--- src/rtl/afficheur7s_mux.sv ---
// Multiplexed 7-segment hex display driver.
// Scans NDIGITS digits, one prescaler period (DIV cycles) per slot. Each slot
// opens with GAP blanked cycles to suppress ghosting. S/AN are registered.
// Optional leading-zero blanking is enabled by defining AFFICHEUR7S_LZB_EN.
// Segment bit order: s[0]=a .. s[6]=g.
module afficheur7s_mux #(
  parameter int unsigned NDIGITS      = 4,
  parameter int unsigned DIV          = 50000,
  parameter int unsigned GAP          = 16,
  parameter int unsigned COMMON_ANODE = 0
) (
  input  logic                   clk,
  input  logic                   rst_n,
  input  logic [4*NDIGITS-1:0]   e,
  input  logic                   load,
  input  logic [NDIGITS-1:0]     blank,
  output logic [6:0]             s,
  output logic [NDIGITS-1:0]     an,
  output logic [2:0]             digit_idx
);

  localparam int unsigned CW = (DIV > 1) ? $clog2(DIV) : 1;
  localparam logic [CW-1:0] CntMax = CW'(DIV - 1);
  localparam logic [CW-1:0] CntGap = CW'(GAP);
  localparam logic [6:0] SegOff = (COMMON_ANODE != 0) ? 7'h7f : 7'h00;
  localparam logic [NDIGITS-1:0] AnOff = (COMMON_ANODE != 0) ? {NDIGITS{1'b1}} : {NDIGITS{1'b0}};

  typedef enum logic {StGap, StDrive} state_e;

  logic [1:0]           sync_q;
  logic                 run;
  logic [4*NDIGITS-1:0] e_q;
  logic [NDIGITS-1:0]   blank_q, blank_eff;
  logic [CW-1:0]        cnt_q, cnt_d;
  logic [2:0]           idx_q, idx_d;
  logic                 wrap;
  state_e               state_q, state_d;
  logic [3:0]           nib;
  logic                 blk;
  logic [6:0]           seg, s_d, s_q;
  logic [NDIGITS-1:0]   an_d, an_q;

  // Hex font, returned as {g,f,e,d,c,b,a}.
  function automatic logic [6:0] font(input logic [3:0] v);
    unique case (v)
      4'h0: font = 7'b0111111;
      4'h1: font = 7'b0000110;
      4'h2: font = 7'b1011011;
      4'h3: font = 7'b1001111;
      4'h4: font = 7'b1100110;
      4'h5: font = 7'b1101101;
      4'h6: font = 7'b1111101;
      4'h7: font = 7'b0100111;
      4'h8: font = 7'b1111111;
      4'h9: font = 7'b1101111;
      4'ha: font = 7'b1110111;
      4'hb: font = 7'b1111100;
      4'hc: font = 7'b0111001;
      4'hd: font = 7'b1011110;
      4'he: font = 7'b1111001;
      4'hf: font = 7'b1110001;
    endcase
  endfunction

  // Two-flop release synchroniser; the scan is held at slot 0 until run rises.
  always_ff @(posedge clk or negedge rst_n) begin
    if (!rst_n) sync_q <= 2'b00;
    else        sync_q <= {sync_q[0], 1'b1};
  end
  assign run = sync_q[1];

  // Display and blank registers; blank resets to all-ones so nothing lights before a load.
  always_ff @(posedge clk or negedge rst_n) begin
    if (!rst_n) begin
      e_q     <= '0;
      blank_q <= '1;
    end else if (load) begin
      e_q     <= e;
      blank_q <= blank;
    end
  end

  assign wrap = (cnt_q == CntMax);

  // Prescaler and digit index next-state.
  always_comb begin
    cnt_d = cnt_q;
    idx_d = idx_q;
    if (!run) begin
      cnt_d = '0;
      idx_d = '0;
    end else if (wrap) begin
      cnt_d = '0;
      idx_d = (idx_q == 3'(NDIGITS - 1)) ? 3'd0 : idx_q + 3'd1;
    end else begin
      cnt_d = cnt_q + 1'b1;
    end
  end

  // GAP/DRIVE next-state; state_q always reflects the phase of cnt_q.
  always_comb begin
    state_d = state_q;
    if (!run) begin
      state_d = StGap;
    end else begin
      unique case (state_q)
        StGap:   if (cnt_d >= CntGap) state_d = StDrive;
        StDrive: if (cnt_d < CntGap)  state_d = StGap;
      endcase
    end
  end

  // Scan state registers.
  always_ff @(posedge clk or negedge rst_n) begin
    if (!rst_n) begin
      cnt_q   <= '0;
      idx_q   <= '0;
      state_q <= StGap;
    end else begin
      cnt_q   <= cnt_d;
      idx_q   <= idx_d;
      state_q <= state_d;
    end
  end

`ifdef AFFICHEUR7S_LZB_EN
  logic [NDIGITS-1:0] lz;
  logic               lz_seen;
  // Suppress zeros above the highest non-zero digit; digit 0 always shows.
  always_comb begin
    lz      = '0;
    lz_seen = 1'b0;
    for (int k = NDIGITS - 1; k > 0; k--) begin
      lz_seen = lz_seen | (e_q[4*k +: 4] != 4'h0);
      lz[k]   = ~lz_seen;
    end
  end
  assign blank_eff = blank_q | lz;
`else
  assign blank_eff = blank_q;
`endif

  // Select the nibble and blank bit of the digit being scanned.
  always_comb begin
    nib = 4'h0;
    blk = 1'b0;
    for (int k = 0; k < NDIGITS; k++) begin
      if (idx_q == 3'(k)) begin
        nib = e_q[4*k +: 4];
        blk = blank_eff[k];
      end
    end
  end

  // Output next values in active-high form, then polarity-adjusted.
  always_comb begin
    seg  = 7'h00;
    an_d = '0;
    if (state_q == StDrive) begin
      an_d = NDIGITS'(1) << idx_q;
      seg  = blk ? 7'h00 : font(nib);
    end
    s_d = seg;
    if (COMMON_ANODE != 0) begin
      s_d  = ~seg;
      an_d = ~an_d;
    end
  end

  // Registered outputs; reset forces them off without waiting for a clock.
  always_ff @(posedge clk or negedge rst_n) begin
    if (!rst_n) begin
      s_q  <= SegOff;
      an_q <= AnOff;
    end else begin
      s_q  <= s_d;
      an_q <= an_d;
    end
  end

  assign s         = s_q;
  assign an        = an_q;
  assign digit_idx = idx_q;

endmodule

--- config.mk ---
export PLATFORM = sky130hd
export DESIGN_NAME = afficheur7s_mux
export DESIGN_NICKNAME = d
export VERILOG_FILES = /design/src/rtl/afficheur7s_mux.sv
export SDC_FILE = /design/constraint.sdc
export NUM_CORES = 1
export LEC_CHECK = 0
export CORE_ASPECT_RATIO = 1.5
export CORE_MARGIN = 2
export CORE_UTILIZATION = 45
export DETAILED_ROUTE_END_ITERATION = 10
export PLACE_DENSITY = 0.67
export SYNTH_ARGS = -nofsm -noshare
export SYNTH_HDL_FRONTEND = slang
export SYNTH_SLANG_ARGS = --single-unit
--- constraint.sdc ---
create_clock -name clk -period 5.7 [get_ports clk]
set_input_delay 0.855 -clock clk [delete_from_list [all_inputs] [get_ports clk]]
set_output_delay 0.855 -clock clk [all_outputs]
set_load 0.01 [all_outputs]
==> flow_metrics.tcl, run 1 <==
set metrics [dict create \
    status "finished, final reports clean" \
    chipHeight_um 99.90 \
    cpPeakStageDelay_ns 0.63 \
    syn_inst 263 \
    ff2ff_setup_slack_ns 2.88 \
    drt_iter0_drc 179 \
    whs_ns 0.3573 \
    power_frac_seq_pct 57.2 \
    worstMarginPinSlew_ns 0.9705 \
    synth_top_flop_cell "dfrtp_1" \
    post-place-ws_ns 2.962 \
    yosysTopAreaCellShare_pct 44.44 \
    core_um2 5871 \
    start_util_pct 46.99 \
    final.min_clock_period_ns 2.825 \
    finalSetupViolCount 0 \
    use_met1_pct 20.39 \
    peakVddDrop_uv 145.3 \
    switching_share_pct 25.75 \
    synth_edf_count 0 \
    rsz0062_at_grt "no" \
    postCtsSetupBuffers 0 \
    ys_seq_area_share_pct 48.25 \
    synthTopCellsByCount "dfrtp_1, nor2_1, mux2_2, nand2_1" \
    ant_nets 0 \
    p_sw_w 0.0001825 \
    worst_slack_ns 2.875 \
    grt_overflow_total 0 \
    path_cells "inv_1 -> ha_1 -> a21oi_1 -> a221oi_1 -> o21ai_0 -> inv_1 -> ha_1 -> nor2b_1 -> a221o_1 -> a21oi_1" \
    cap_violations 0 \
    grt.busiest_layer "met2" \
    yosysMostFrequentCell "dfrtp_1" \
    tns_ns 0 \
    clockPowerShare_pct 30.8 \
    report.final.hold_viol_count 0 \
    finalClockSkew_ns 0.01189 \
    power.density_nw_per_um2 219.7 \
    syn_area_um2 2759 \
    die_w_um 67.93 \
    cp_data_required_time_ns 5.93 \
    ioPinCount 37 \
    grt_pass1_vias 2098 \
    combPwrFrac_pct 12.0 \
    numPortBuffers 36 \
    clock-sinks 53 \
    crit_slowest_cell "o21ai_0" \
    critPathKind "reg2reg" \
    worstHoldPathType "reg2reg" \
    grt_pass1_wl_mm 9.425 \
    n_antenna_cell 0 \
    tritoncts "built" \
    die_area_um2 6786 \
    post-dp-hpwl_mm 4.115 \
    post-route-period-util_pct 49.56 \
    gp_congestion 0.9092 \
    slew_headroom_pct 34.28 \
    met3_usage_pct 3.475 \
    clockRootBuffer "clkbuf_8" \
    fin_nets 325 \
    htree_levels 2 \
    clock_path_buffers 2 \
    yosysWarnings 0 \
    ys_seq_elements 53 \
    grt.total_usage_pct 18.15 \
    grt_antenna_before_repair 0 \
    end_kind "flip-flop" \
    synth.distinct_cells 50 \
    dr.pass1.iters 4 \
    cp_max_fo 9 \
    grt_max_degree 54 \
    clock_latency_ns 0.31 \
    cp-start-kind "flip-flop" \
    std_cell_rows 34 \
    remaining_drc_errors 0 \
    cp_data_arrival_time_ns 3.06 \
    num-fill-cells 541 \
    wirelength_mm 5.555 \
    syn_to_final_growth_pct 16.92 \
    place_area_um2 3131 \
    leakage_nw 1.390 \
    final_area_um2 3226 \
    cts_resized 0 \
    finish.utilization_pct 54.94 \
    viasPerCell 5.551 \
    cts_made_buffers 5 \
    synth_area_leaders "dfrtp_1, mux2_2, ha_1, dfstp_2, nor2_1" \
    drive_above_1_share_pct 13.31 \
    ctsHoldBuffers 0 \
    slew_viol_final 0 \
    max_freq_ghz 0.3540 \
    synth_top_area_cell "dfrtp_1" \
    clk_pin_slew_ns 0.11 \
    wl_per_cell_um 15.22 \
    gr-usage-met2_pct 32.41 \
    via_count 2026 \
    synth_nets 296 \
    syn_area_per_cell_um2 10.49 \
    synth-async-reset-ratio_pct 100.0 \
    p_int_w 0.0005262 \
]
sequential cells by signal, indices dropped and copies added, names as in the netlist:
name       flops
state_q        1
sync_q         2
s              7
blank_eff      4
digit_idx      3
e_q           16
an             4
cnt_q         16
routing by layer:
| metal | wire length, µm | part of all wire [%] |
|---|---|---|
| met5 | 0 | 0 |
| met2 | 3008 | 54 |
| met1 | 2198 | 40 |
| met3 | 220 | 4.0 |
| met4 | 127 | 2.3 |
final timing paths:
check,startpoint,cells past startpoint,endpoint
max,digit_idx[0]$_DFFE_PN0P_,10,s[3]$_DFF_PN0_
min in group asynchronous,rst_n,2,e_q[9]$_DFFE_PN0P_
max reg2reg,digit_idx[0]$_DFFE_PN0P_,10,s[3]$_DFF_PN0_
min,sync_q[0]$_DFF_PN0_,0,sync_q[1]$_DFF_PN0_
min reg2reg,sync_q[0]$_DFF_PN0_,0,sync_q[1]$_DFF_PN0_
max in group asynchronous,rst_n,2,cnt_q[12]$_DFF_PN0_
worst max-delay path, delay by kind of cell, from the launching register on:
kind,cells,cell delay (ns)
AOI/OAI and AO/OA,5,1.36
adders and majority gates,2,0.57
DFF,1,0.45
buffers and inverters,2,0.24
and+or+nand+nor,1,0.14
cell usage in the layout, fill, tap and decap left out, types with 2 or more instances in the layout:
master           count
xnor2_1              9
and3_1               5
nand2_1             17
dfrtp_1             49
clkbuf_8             5
a221oi_1             5
and2_1               7
and3_2               2
nand3_1             11
nand3b_1             3
ha_1                10
nor2b_1              5
a21oi_1              4
nand4_1              4
or3_1                5
nor3_1               8
nor2_1              24
o21ai_0              9
a31oi_1              3
mux2i_1              5
a31o_2               2
inv_1               11
nor4_1               2
dfstp_2              4
clkdlybuf4s50_1     35
mux2_2              17
xor2_1               7
clkinv_4             2
power by group through the flow:
| stage | Combinational [W] | Sequential (W) | Clock (W) |
|---|---|---|---|
| 3_5_place_dp | 0.0000844 | 0.000413 | 0 |
| 4_1_cts | 0.0000851 | 0.000406 | 0.000229 |
| 3_3_place_gp | 0.0000831 | 0.000413 | 0 |
| 6_report | 0.0000847 | 0.000405 | 0.000219 |
| 5_1_grt | 0.0000951 | 0.000408 | 0.000243 |
| 2_1_floorplan | 0.0000507 | 0.000408 | 0 |
kinds of logic after synthesis:
group	Yosys count	synth area share [%]
other	1	0.1359
adder cells (fa/ha/maj)	10	4.535
AO/OA/AOI/OAI	36	9.615
XOR/XNOR	16	5.080
AND/OR/NAND/NOR	98	18.64
flip-flops	53	48.25
multiplexers	23	9.297
buffers and inverters	26	4.444
layout make-up:
class	count	area, µm²	share of cell area [%]
flip-flops and latches	53	1331	41.27
clock buffers	5	68.82	2.133
inverters	11	41.29	1.280
multi-input cells	184	1305	40.46
well taps	72	90.09	2.793
repair buffers	37	362.8	11.25
clock inverters	3	26.28	0.8146
stage by stage:
| step | instances | total power, W |
|---|---|---|
| after detailed placement | 357 | 0.0004975 |
| after global placement | 357 | 0.0004960 |
| after global routing | 365 | 0.0007461 |
| after floorplan | 263 | 0.0004588 |
| final | 365 | 0.0007087 |
| after CTS | 365 | 0.0007196 |
(Power assumes the default switching activity.)
==> inputs of run 2 (changes only) <==
==> constraint.sdc (replaced) <==
create_clock -name clk -period 2.7 [get_ports clk]
set_input_delay 0.405 -clock clk [delete_from_list [all_inputs] [get_ports clk]]
set_output_delay 0.405 -clock clk [all_outputs]
set_load 0.01 [all_outputs]
==> run 2 against run 1 <==
Compared with the run above:
- via count decreased by 2.5%
- core utilization increased by 0.45 points
- power increased by 110%
- largest power group unchanged
- count of clock-buffer cells in the layout increased by 2
- global-route usage decreased by 0.21 points
- cell count increased by 0.55%
- hold slack got worse by 0.25 ns
- first-iteration DRC count decreased by 14%
- sequential share of layout area decreased by 0.33 points
- highest routed layer unchanged
- critical path depth increased by 2
==> flow_metrics.tcl, run 2 (synthesis gave the netlist of run 1 again) <==
set metrics [dict create \
    numPortBuffers 36 \
    worstHoldPathType "in2async" \
    grt_pass1_wl_mm 9.252 \
    postCtsSetupBuffers 0 \
    ant_nets 0 \
    grt_max_degree 29 \
    r2r-start "digit_idx[1]$_DFFE_PN0P_" \
    status "finished, final reports clean" \
    p_int_w 0.001129 \
    r2r_cells 12 \
    cap_violations 0 \
    clock_path_buffers 2 \
    final.min_clock_period_ns 2.489 \
    grt_pass1_vias 1992 \
    dp_cells 360 \
    power_frac_seq_pct 57.7 \
    cts_resized 0 \
    post-dp-hpwl_mm 4.165 \
    power.density_nw_per_um2 456.2 \
    crit_slowest_cell "dfrtp_1" \
    n_antenna_cell 0 \
    slew_headroom_pct 59.93 \
    via_count 1976 \
    core_um2 5871 \
    max_freq_ghz 0.4017 \
    clk_pin_slew_ns 0.09 \
    grt.total_usage_pct 17.94 \
    final_common_cell "dfrtp_1" \
    dr.pass1.iters 4 \
    std_cell_rows 34 \
    start_util_pct 46.99 \
    htree_levels 2 \
    leakage_nw 1.404 \
    met2_length_mm 2.939 \
    clockRootBuffer "clkbuf_8" \
    switching_share_pct 23.89 \
    met3WireLength_um 204 \
    die_w_um 67.93 \
    slew_viol_final 0 \
    path_cells "inv_1 -> ha_1 -> nand3b_1 -> a221oi_1 -> o21ai_0 -> buf_4 -> inv_1 -> ha_1 -> inv_1 -> a31oi_1 -> a211o_1 -> a21oi_1" \
    grt_antenna_before_repair 0 \
    clockPowerShare_pct 30.0 \
    path_buf_inv 4 \
    crit_top_cell "inv_1" \
    clock-sinks 53 \
    tritoncts "built" \
    rsz0062_at_grt "no" \
    combPwrFrac_pct 12.3 \
    remaining_drc_errors 0 \
    end_kind "flip-flop" \
    p_sw_w 0.0003544 \
    critPathTopFamily "compound AO/OA/AOI/OAI gates" \
    die_area_um2 6786 \
    worstMarginPinSlew_ns 0.6010 \
    drive_above_1_share_pct 13.56 \
    cp.depth 12 \
    chipHeight_um 99.90 \
    fin_nets 328 \
    cts_made_buffers 5 \
    ioPinCount 37 \
    wirelength_mm 5.557 \
    tns_ns 0 \
    gp_congestion 0.8798 \
    finalClockSkew_ns 0.008387 \
    cpPeakStageDelay_ns 0.41 \
    cp_data_arrival_time_ns 2.69 \
    drt_iter0_drc 154 \
    wl_per_cell_um 15.14 \
    top_layer "met4" \
    peakVddDrop_uv 247.4 \
    critPathLaunch "digit_idx[1]$_DFFE_PN0P_" \
    route.layer.met1.wl_mm 2.293 \
    finalSetupViolCount 0 \
    ctsHoldBuffers 0 \
    layout_common_cells "dfrtp_1, clkdlybuf4s50_1, nor2_1, nand2_1, mux2_2" \
    cp_data_required_time_ns 2.90 \
    viasPerCell 5.384 \
    critPathKind "reg2reg" \
    syn_to_final_growth_pct 17.87 \
    cp-start-kind "flip-flop" \
    clock_latency_ns 0.30 \
    report.final.hold_viol_count 0 \
    post-route-period-util_pct 92.19 \
    fin_cells 367 \
    grt_overflow_total 0 \
    cp_max_fo 11 \
]
run 2: path summary, 6_finish.rpt:
check,slack [ns],endpoint
setup / recovery,0.21,s[3]$_DFF_PN0_
hold / removal,0.11,e_q[4]$_DFFE_PN0P_
setup reg to reg,0.21,s[3]$_DFF_PN0_
hold reg to reg,0.36,sync_q[1]$_DFF_PN0_
max in group asynchronous,1.97,blank_eff[3]$_DFFE_PN1P_
min in group clk,0.36,sync_q[1]$_DFF_PN0_
run 2: cell type report:
type,count,area [µm²]
clock buffer,7,86.33
inverter,11,41.29
timing repair buffer,40,397.9
sequential,53,1331
fill,527,2619
tap,72,90.09
multi-input combinational,184,1305
run 2: routing by layer:
layer,vias to the layer above,track usage (%)
li1,983,-
met1,939,20.76
met2,42,31.67
met3,12,3.027
met4,0,7.538
met5,-,0
run 2: stage by stage:
| step | instance area (µm²) | setup slack, ns | utilization (%) | total power (W) | hold WS, ns |
|---|---|---|---|---|---|
| floorplan | 2759 | 0.1932 | - | 0.0009685 | 0.1094 |
| global route | 3252 | 0.01909 | 55.39 | 0.001552 | 0.1447 |
| detailed placement | 3166 | 0.07392 | 53.92 | 0.001056 | 0.3363 |
| finish | 3252 | 0.2107 | 55.39 | 0.001484 | 0.1064 |
| CTS | 3252 | 0.05667 | 55.39 | 0.001500 | 0.1251 |
| global placement | 3166 | 0.1912 | 53.92 | 0.001052 | 0.3331 |
run 2: worst register-to-register path: stages (launching register included):
cell      delay (ns)
dfrtp_1         0.41
inv_1           0.08
ha_1            0.28
nand3b_1        0.20
a221oi_1        0.30
o21ai_0         0.15
buf_4           0.18
inv_1           0.08
ha_1            0.20
inv_1           0.10
a31oi_1         0.22
a211o_1         0.14
a21oi_1         0.05
run 2: power by group through the flow:
| stage | Combinational [W] | Clock, W | Sequential, W |
|---|---|---|---|
| floorplan | 0.000107 | 0 | 0.000861 |
| global route | 0.000204 | 0.000487 | 0.000861 |
| global placement | 0.000180 | 0 | 0.000872 |
| finish | 0.000182 | 0.000445 | 0.000856 |
| CTS | 0.000184 | 0.000458 | 0.000857 |
| detailed placement | 0.000184 | 0 | 0.000873 |
